--- config.mk ---
export PLATFORM = sky130hd
export DESIGN_NAME = rng_pool_flat
export DESIGN_NICKNAME = d
export VERILOG_FILES = /design/src/rtl/rng_pool_if.sv /design/src/rtl/rng_pool.sv /design/src/flat_wrapper.sv
export SDC_FILE = /design/constraint.sdc
export NUM_CORES = 1
export LEC_CHECK = 0
export ABC_CLOCK_PERIOD_IN_PS = 6780
export CORE_MARGIN = 2
export CORE_UTILIZATION = 43
export DETAILED_ROUTE_END_ITERATION = 10
export HOLD_SLACK_MARGIN = 0.15
export SYNTH_ARGS = -nofsm -noshare
export SYNTH_HDL_FRONTEND = slang
export SYNTH_SLANG_ARGS = --single-unit
export TNS_END_PERCENT = 100
--- constraint.sdc ---
create_clock -name clk -period 6.78 [get_ports clk]
set_input_delay 1.356 -clock clk [delete_from_list [all_inputs] [get_ports clk]]
set_output_delay 1.356 -clock clk [all_outputs]
set_load 0.05 [all_outputs]
--- src/rtl/rng_pool_if.sv ---
// rtl/rng_pool_if.sv - TRNG source and random word consumer handshakes for rng_pool
interface rng_pool_if #(
   parameter int TRNG_WIDTH   = 4,
   parameter int OUTPUT_WIDTH = 8
);
   logic [TRNG_WIDTH-1:0]   trng_word;
   logic                    trng_valid;
   logic                    trng_req;
   logic [OUTPUT_WIDTH-1:0] random_word;
   logic                    output_valid;
   logic                    output_ready;

   modport slave (
      input  trng_word,
      input  trng_valid,
      input  output_ready,
      output trng_req,
      output random_word,
      output output_valid
   );

   modport master (
      output trng_word,
      output trng_valid,
      output output_ready,
      input  trng_req,
      input  random_word,
      input  output_valid
   );
endinterface

--- src/rtl/rng_pool.sv ---
// rtl/rng_pool.sv - packs raw TRNG words into wide random words, FIFO-buffers them
// and runs a repetition-count health test on the accepted entropy stream.
module rng_pool #(
   parameter int OUTPUT_WIDTH = 8,
   parameter int TRNG_WIDTH   = 4,
   parameter int DEPTH        = 4,
   parameter int REP_LIMIT    = 8
) (
   input  logic                       clk,
   input  logic                       reset,
   input  logic                       en,
   rng_pool_if.slave                  bus,
   output logic [$clog2(DEPTH+1)-1:0] fill_level,
   output logic                       health_fail
);
   localparam int N      = OUTPUT_WIDTH / TRNG_WIDTH;
   localparam int BEAT_W = (N > 1) ? $clog2(N) : 1;
   localparam int PTR_W  = $clog2(DEPTH);
   localparam int FILL_W = $clog2(DEPTH + 1);
   localparam int REP_W  = $clog2(REP_LIMIT + 1);

   logic [OUTPUT_WIDTH-1:0] mem [DEPTH];
   logic [PTR_W-1:0]        wr_ptr;
   logic [PTR_W-1:0]        rd_ptr;
   logic [BEAT_W-1:0]       beat;
   logic [REP_W-1:0]        rep_cnt;
   logic [REP_W-1:0]        rep_next;
   logic [TRNG_WIDTH-1:0]   last_word;
   logic [OUTPUT_WIDTH-1:0] asm_shift;
   logic                    active;
   logic                    req;
   logic                    out_valid;
   logic                    accept;
   logic                    pop;
   logic                    last_beat;
   logic                    trip;
   logic                    push;

   // Reset also gates the handshakes so nothing is offered while state is being cleared.
   always_comb begin
      active    = !reset && en && !health_fail;
      req       = active && (fill_level < FILL_W'(DEPTH));
      out_valid = active && (fill_level != '0);
      accept    = req && bus.trng_valid;
      pop       = out_valid && bus.output_ready;
      rep_next  = (rep_cnt != '0 && bus.trng_word == last_word) ? rep_cnt + REP_W'(1)
                                                                 : REP_W'(1);
      trip      = accept && (rep_next == REP_W'(REP_LIMIT));
      last_beat = (beat == BEAT_W'(N - 1));
      push      = accept && last_beat && !trip;
   end

   assign bus.trng_req     = req;
   assign bus.output_valid = out_valid;
   assign bus.random_word  = out_valid ? mem[rd_ptr] : '0;

   // Only the N-1 older beats need storage; the final beat goes straight into the FIFO.
   generate
      if (N > 1) begin : g_asm
         logic [OUTPUT_WIDTH-TRNG_WIDTH-1:0] asm_q;

         always_ff @(posedge clk) begin
            if (reset || trip) begin
               asm_q <= '0;
            end else if (accept) begin
               asm_q <= asm_shift[OUTPUT_WIDTH-TRNG_WIDTH-1:0];
            end
         end

         assign asm_shift = {asm_q, bus.trng_word};
      end else begin : g_asm_single
         assign asm_shift = bus.trng_word;
      end
   endgenerate

   always_ff @(posedge clk) begin
      if (reset) begin
         beat        <= '0;
         rep_cnt     <= '0;
         last_word   <= '0;
         wr_ptr      <= '0;
         rd_ptr      <= '0;
         fill_level  <= '0;
         health_fail <= 1'b0;
      end else begin
         if (accept) begin
            last_word <= bus.trng_word;
            rep_cnt   <= rep_next;
         end
         // A tripping word flushes everything and is never pushed, even on the last beat.
         if (trip) begin
            health_fail <= 1'b1;
            beat        <= '0;
            wr_ptr      <= '0;
            rd_ptr      <= '0;
            fill_level  <= '0;
         end else begin
            if (accept) begin
               beat <= last_beat ? '0 : beat + BEAT_W'(1);
            end
            if (push) begin
               wr_ptr <= wr_ptr + PTR_W'(1);
            end
            if (pop) begin
               rd_ptr <= rd_ptr + PTR_W'(1);
            end
            if (push && !pop) begin
               fill_level <= fill_level + FILL_W'(1);
            end else if (pop && !push) begin
               fill_level <= fill_level - FILL_W'(1);
            end
         end
      end
   end

   always_ff @(posedge clk) begin
      if (push) begin
         mem[wr_ptr] <= asm_shift;
      end
   end
endmodule

--- src/flat_wrapper.sv ---
// flat-port wrapper written by rule: the top's interface ports become plain ports
module rng_pool_flat 
#(
   parameter int OUTPUT_WIDTH = 8,
   parameter int TRNG_WIDTH   = 4,
   parameter int DEPTH        = 4,
   parameter int REP_LIMIT    = 8
)
  (clk, reset, en, fill_level, health_fail, bus_trng_word, bus_trng_valid, bus_output_ready, bus_trng_req, bus_random_word, bus_output_valid);
  rng_pool_if #(.TRNG_WIDTH(TRNG_WIDTH), .OUTPUT_WIDTH(OUTPUT_WIDTH)) bus_i ();
  input  logic clk;
  input  logic reset;
  input  logic en;
  output logic [$clog2(DEPTH+1)-1:0] fill_level;
  output logic health_fail;
  input wire logic [$bits(bus_i.trng_word)-1:0] bus_trng_word;
  input wire logic [$bits(bus_i.trng_valid)-1:0] bus_trng_valid;
  input wire logic [$bits(bus_i.output_ready)-1:0] bus_output_ready;
  output wire logic [$bits(bus_i.trng_req)-1:0] bus_trng_req;
  output wire logic [$bits(bus_i.random_word)-1:0] bus_random_word;
  output wire logic [$bits(bus_i.output_valid)-1:0] bus_output_valid;
  assign bus_i.trng_word = bus_trng_word;
  assign bus_i.trng_valid = bus_trng_valid;
  assign bus_i.output_ready = bus_output_ready;
  assign bus_trng_req = bus_i.trng_req;
  assign bus_random_word = bus_i.random_word;
  assign bus_output_valid = bus_i.output_valid;
  rng_pool #(.OUTPUT_WIDTH(OUTPUT_WIDTH), .TRNG_WIDTH(TRNG_WIDTH), .DEPTH(DEPTH), .REP_LIMIT(REP_LIMIT)) u_core (.clk(clk), .reset(reset), .en(en), .bus(bus_i), .fill_level(fill_level), .health_fail(health_fail));
endmodule
* Word-level counts from Yosys, hierarchy flattened
Memory sizes are Yosys's and may differ from the RTL's. A register that Yosys moved wholly into a read port is not among the register bits.
Index checks and enable logic that the tools add are counted.
** Operators by class
- Add/sub/neg operators :: 6
- Magnitude comparators :: 1
- Equality and inequality tests :: 2
- Mux-type cells :: 9
- Reductions and logical operators :: 22
** Operators by type and width (number)
- 1-bit logical AND :: 12
- 8-bit 2-to-1 mux :: 1
- 3-bit 2-to-1 mux :: 2
- 1-bit zero test :: 5
- 2-bit by 1-bit adder with 2-bit output (second input constant) :: 2
- 4-bit by 1-bit adder with 4-bit output (second input constant) :: 1
- 4-bit == test :: 1
- 4-bit == test (second input constant) :: 1
- 2-bit 2-to-1 mux :: 2
- 4-bit 2-to-1 mux :: 1
- 4-bit nonzero test :: 1
- 3-bit by 1-bit adder with 3-bit output (second input constant) :: 1
- 3-bit less-than comparator (second input constant) :: 1
- 1-bit 2-to-1 mux :: 3
- 3-bit nonzero test :: 1
- 3-bit by 1-bit subtractor with 3-bit output (second input constant) :: 1
- 2-bit nonzero test :: 1
- 2-bit OR reduction :: 1
- 1-bit adder (second input constant) :: 1
- 1-bit logical OR :: 1
** Word-level totals
- Register bits :: 21
- Bits in writable memories :: 32
- Input bits :: 9
- Output and inout port bits :: 14
- Logic and storage cells :: 49
- Memories :: 1
** Memory list
- u_core.mem :: depth 4, bits a word 8, read ports 1, clocked after Yosys merged registers in 1, wr ports 1, RTL line rng_pool.sv:22 : logic [OUTPUT_WIDTH-1:0] mem [DEPTH];

* Depth between registers and ports, before layout
- Depth after elaboration :: 12
- Mapped depth :: 12
- Gate-level depth less buffers :: 12

* Worst setup path before layout
No wires, ideal clock.
- Path kind :: input port to output port
- Start point :: input reset
- End point :: output bus_random_word[0]
- Data arrival time :: 2521 ps
- Required time :: 5424 ps
- Slack :: 2903 ps
- Stages :: 3
- Buffers on the path :: 1
- Cell sequence :: nor4b_1 -> buf_2 -> and2_1
** On the way
- Longest elaborated chain between the ends :: 5
** Ends and longest elaborated chain
- start, declared :: RTL line flat_wrapper.sv:12 : input logic reset;
- 1-bit zero test :: RTL line rng_pool.sv:41 : active = !reset && en && !health_fail;
- 1-bit logical AND (2 in a row) :: RTL line rng_pool.sv:41
- 1-bit logical AND :: RTL line rng_pool.sv:43 : out_valid = active && (fill_level != '0);
- net bus_output_valid :: RTL line flat_wrapper.sv:21 : output wire logic [$bits(bus_i.output_valid)-1:0] bus_output_valid;
- 8-bit 2-to-1 mux :: RTL line rng_pool.sv:55 : assign bus.random_word = out_valid ? mem[rd_ptr] : '0;
- end, declared :: RTL line flat_wrapper.sv:20 : output wire logic [$bits(bus_i.random_word)-1:0] bus_random_word;
The timed path passes the listed nets, and every way through them passes these cells.

* Final worst setup path
- Start point :: input reset
- End point :: output bus_random_word[3]
** On the way
- Longest elaborated chain between the ends :: 5
** Ends and longest elaborated chain (RTL line)
- 1-bit zero test :: rng_pool.sv:41
- 1-bit logical AND (2 in a row) :: rng_pool.sv:41
- 1-bit logical AND :: rng_pool.sv:43
- 8-bit 2-to-1 mux :: rng_pool.sv:55
Every way passes these cells.

==> results by group <==
Placed design
  • Final GP Congestion: 0.7468
  • Cells after DPL: 261
  • Post-Place Cell Area: 2596 um^2
  • Detailed placement HPWL: 2.854 mm
  • I/O Buffers: 22

Final layout
  • Antenna Cells: 0
  • Final nets: 215
  • Final core occ: 52.44%
  • P&R area growth vs syn: 16.87%
  • Design Area, Final: 2713 um^2
  • Share of cells above drive strength 1: 11.56%
  • Finished Layout Cells: 269

Floorplanning
  • Die outline height: 77.47 um
  • Die width: 77.47 um
  • Core area: 5172 um^2
  • Die ar.: 6002 um^2
  • Starting density of the core: 44.87%
  • IO Pins: 23
  • Row count: 26

Timing
  • Post-layout minimum cycle time: 5.004 ns
  • Setup TNS: 0 ns
  • Fin crit share: 73.80%
  • Unrepaired setup endpoints after global routing: no
  • Final setup fails: 0
  • Max Slew Vio Count: 0
  • Slew margin rel.: 62.07%
  • Final Hold Fails: 0
  • Fmax: 199.8 MHz
  • Final Skew: 0.008925 ns
  • Worst slew pin tran: 0.5682 ns

GRT
  • Gr busiest metal: met2
  • Global-route wire length before repair: 6.934 mm
  • Tot GR Track Use: 14.85%
  • M1 GR Usage: 17.71%
  • Number of antenna violations at the first check in global routing: 0
  • Met3 Use GR: 2.907%
  • M2 GR Usage: 26.43%
  • Largest net degree at the start of global routing: 19
  • Grt total ovfl: 0
  • Vias in the first global route: 1,415

Setup path
  • Reg2reg end: u_core.fill_level[2]
  • Worst reg2reg path depth: 11
  • CP Launch Point: reset
  • CP Capture Type: output pin
  • CP Class: in -> out
  • Critical path data required time: 5.42 ns
  • Worst-path maximum fanout: 12
  • Beginning of the worst register-to-register path: u_core.fill_level[2]
  • Startpoint Class: input port
  • R2r setup slk: 4.03 ns
  • Worst EP arrival: 3.65 ns

Synthesis
  • Syn_area_per_cell: 13.26 um^2
  • Synth cell types: 33
  • Sequential share of the synthesized area: 61.24%
  • Most frequent cell after synthesis: edfxtp_1
  • Synth Area in Adders: 4.636%
  • Syn Nets: 192
  • Top cell type's share of synthesized area: 41.40%
  • Post-synth EDFFs: 32
  • Yosys warns: 0
  • Largest family of logic cells by synthesized area: simple AND/OR/NAND/NOR gates
  • Flops & latches, synth: 55
  • Primary FF master, synth: edfxtp_1
  • Post-synthesis compound-gate area fraction: 5.121%
  • Post-synthesis instance total: 175
  • Cell area after synthesis: 2321 um^2
  • Largest area contributor in the netlist: edfxtp_1
  • Post-synthesis xor/xnor area fraction: 4.528%
  • Mux cell area share after synthesis: 8.194%
  • Synth cell count leaders: edfxtp_1 (32), dfxtp_1 (23), nand2_1 (17)
  • Async SR Flop Fraction: 0%
  • Synth Area in Simple Gates: 13.75%
  • Synth top area cells: edfxtp_1 (41%), dfxtp_1 (20%), mux4_2 (7.8%), ha_1 (3.8%), and2_1 (3.5%)

Drt
  • Via count: 1,348
  • Routed WL: 4.053 mm
  • Initial DRC Count: 55
  • Post-route antenna net violation count: 0
  • DRT Pass-1 Iters: 6
  • Via density: 5.011
  • Post-detailed-route wirelength per cell: 15.07 um
  • DRC violations left: 0

Clock network
  • CTS Buf Count: 5
  • CTS sink count: 55
  • Post-CTS Hold Buffers: 0
  • Root buffer cell: clkbuf_8
  • Setup bufs post-CTS: 0
  • Post_cts resized: 0
  • Reg clk slew, reported paths: 0.09 ns
  • Worst skew pair latency: 0.31 ns
  • Clock Path Buffers: 2
  • CTS tree: done
  • H-tree levels: 2

Min path
  • WHS Path Cells: 2
  • Min-Delay Endpoint: u_core.last_word[3]
  • Worst Hold Class: reg -> reg
  • HP Start: u_core.last_word[3]

Run status
  • Outcome: complete, no violations

Power
  • Static Leak: 0.9065 nW
  • Power density cells: 225.7 nW/um^2
  • Peak VDD IR: 0.00007741 V

Flow run
  • Max Cap Violations: 0
cells by family after synthesis:
family | after synthesis
muxes | 9
buffers and inverters | 12
DFF | 55
xor gates and xnor gates | 12
and+or+nand+nor | 60
adders and majority gates | 8
AOI/OAI and AO/OA | 19
layout by cell type (no fill, tap or decap), drive strengths merged, types with 3 or more instances in the layout:
cell type and n:
nand3 5, dfxtp 23, xor2 6, nor3 3, clkbuf 5, nand2 19
inv 6, a21oi 12, mux4 8, and2 13, ha 7, clkdlybuf4s50 22
xnor2 6, nor2 15, edfxtp 32
sequential cells by signal, indices dropped and copies added (netlist names), named ones only:
signal	flops
u_core.rep_cnt	4
u_core.health_fail	1
u_core.last_word	4
u_core.beat	1
u_core.rd_ptr	2
u_core.mem	32
u_core.wr_ptr	2
u_core.g_asm.asm_q	4
u_core.fill_level	3
worst max-delay path by stage:
stage | slack, ns | depth (start not counted) | endpoint
after CTS | 1.77 | 5 | bus_random_word[1]
after floorplan | 2.90 | 3 | bus_random_word[0]
after global routing | 1.63 | 5 | bus_random_word[5]
final | 1.78 | 5 | bus_random_word[3]
after detailed placement | 1.78 | 5 | bus_random_word[1]
after global placement | 1.87 | 5 | bus_random_word[1]
layout make-up:
class / instances / area (um^2)
inverters: 5 / 18.77
clock buffers: 5 / 68.82
repair buffers: 23 / 227.7
fillers: 456 / 2460
flip-flops and latches: 55 / 1421
well taps: 70 / 87.58
multi-input cells: 108 / 840.8
clock inverters: 3 / 47.55
critical path, cell delays in order:
cell and delay, ns:
clkdlybuf4s50_1 0.66, nor4b_1 0.46, buf_4 0.24, and2_1 0.13, clkdlybuf4s50_1 0.79
routing by layer:
| layer | up-vias | wire (um) | part of all wire (%) |
|---|---|---|---|
| li1 | 663 | - | - |
| met1 | 656 | 1771 | 44 |
| met2 | 21 | 2081 | 51 |
| met3 | 8 | 126 | 3.1 |
| met4 | 0 | 73 | 1.8 |
| met5 | - | 0 | 0 |
per-stage QoR:
stage / power, mW / hold slack [ns] / setup WS [ns]
finish: 0.6122 / 0.4736 / 1.776
floorplan: 0.3882 / 0.4481 / 2.903
global route: 0.6385 / 0.4932 / 1.631
global placement: 0.4007 / 0.4548 / 1.866
detailed placement: 0.4015 / 0.4602 / 1.780
CTS: 0.6199 / 0.4741 / 1.766
power by group:
part / internal, mW / total, mW / switching [mW]
clock: 0.112 / 0.219 / 0.107
sequential: 0.355 / 0.359 / 0.00379
combinational: 0.0148 / 0.0346 / 0.0198
total: 0.482 / 0.612 / 0.130
Note: power is estimated with default switching activity, not from simulation.
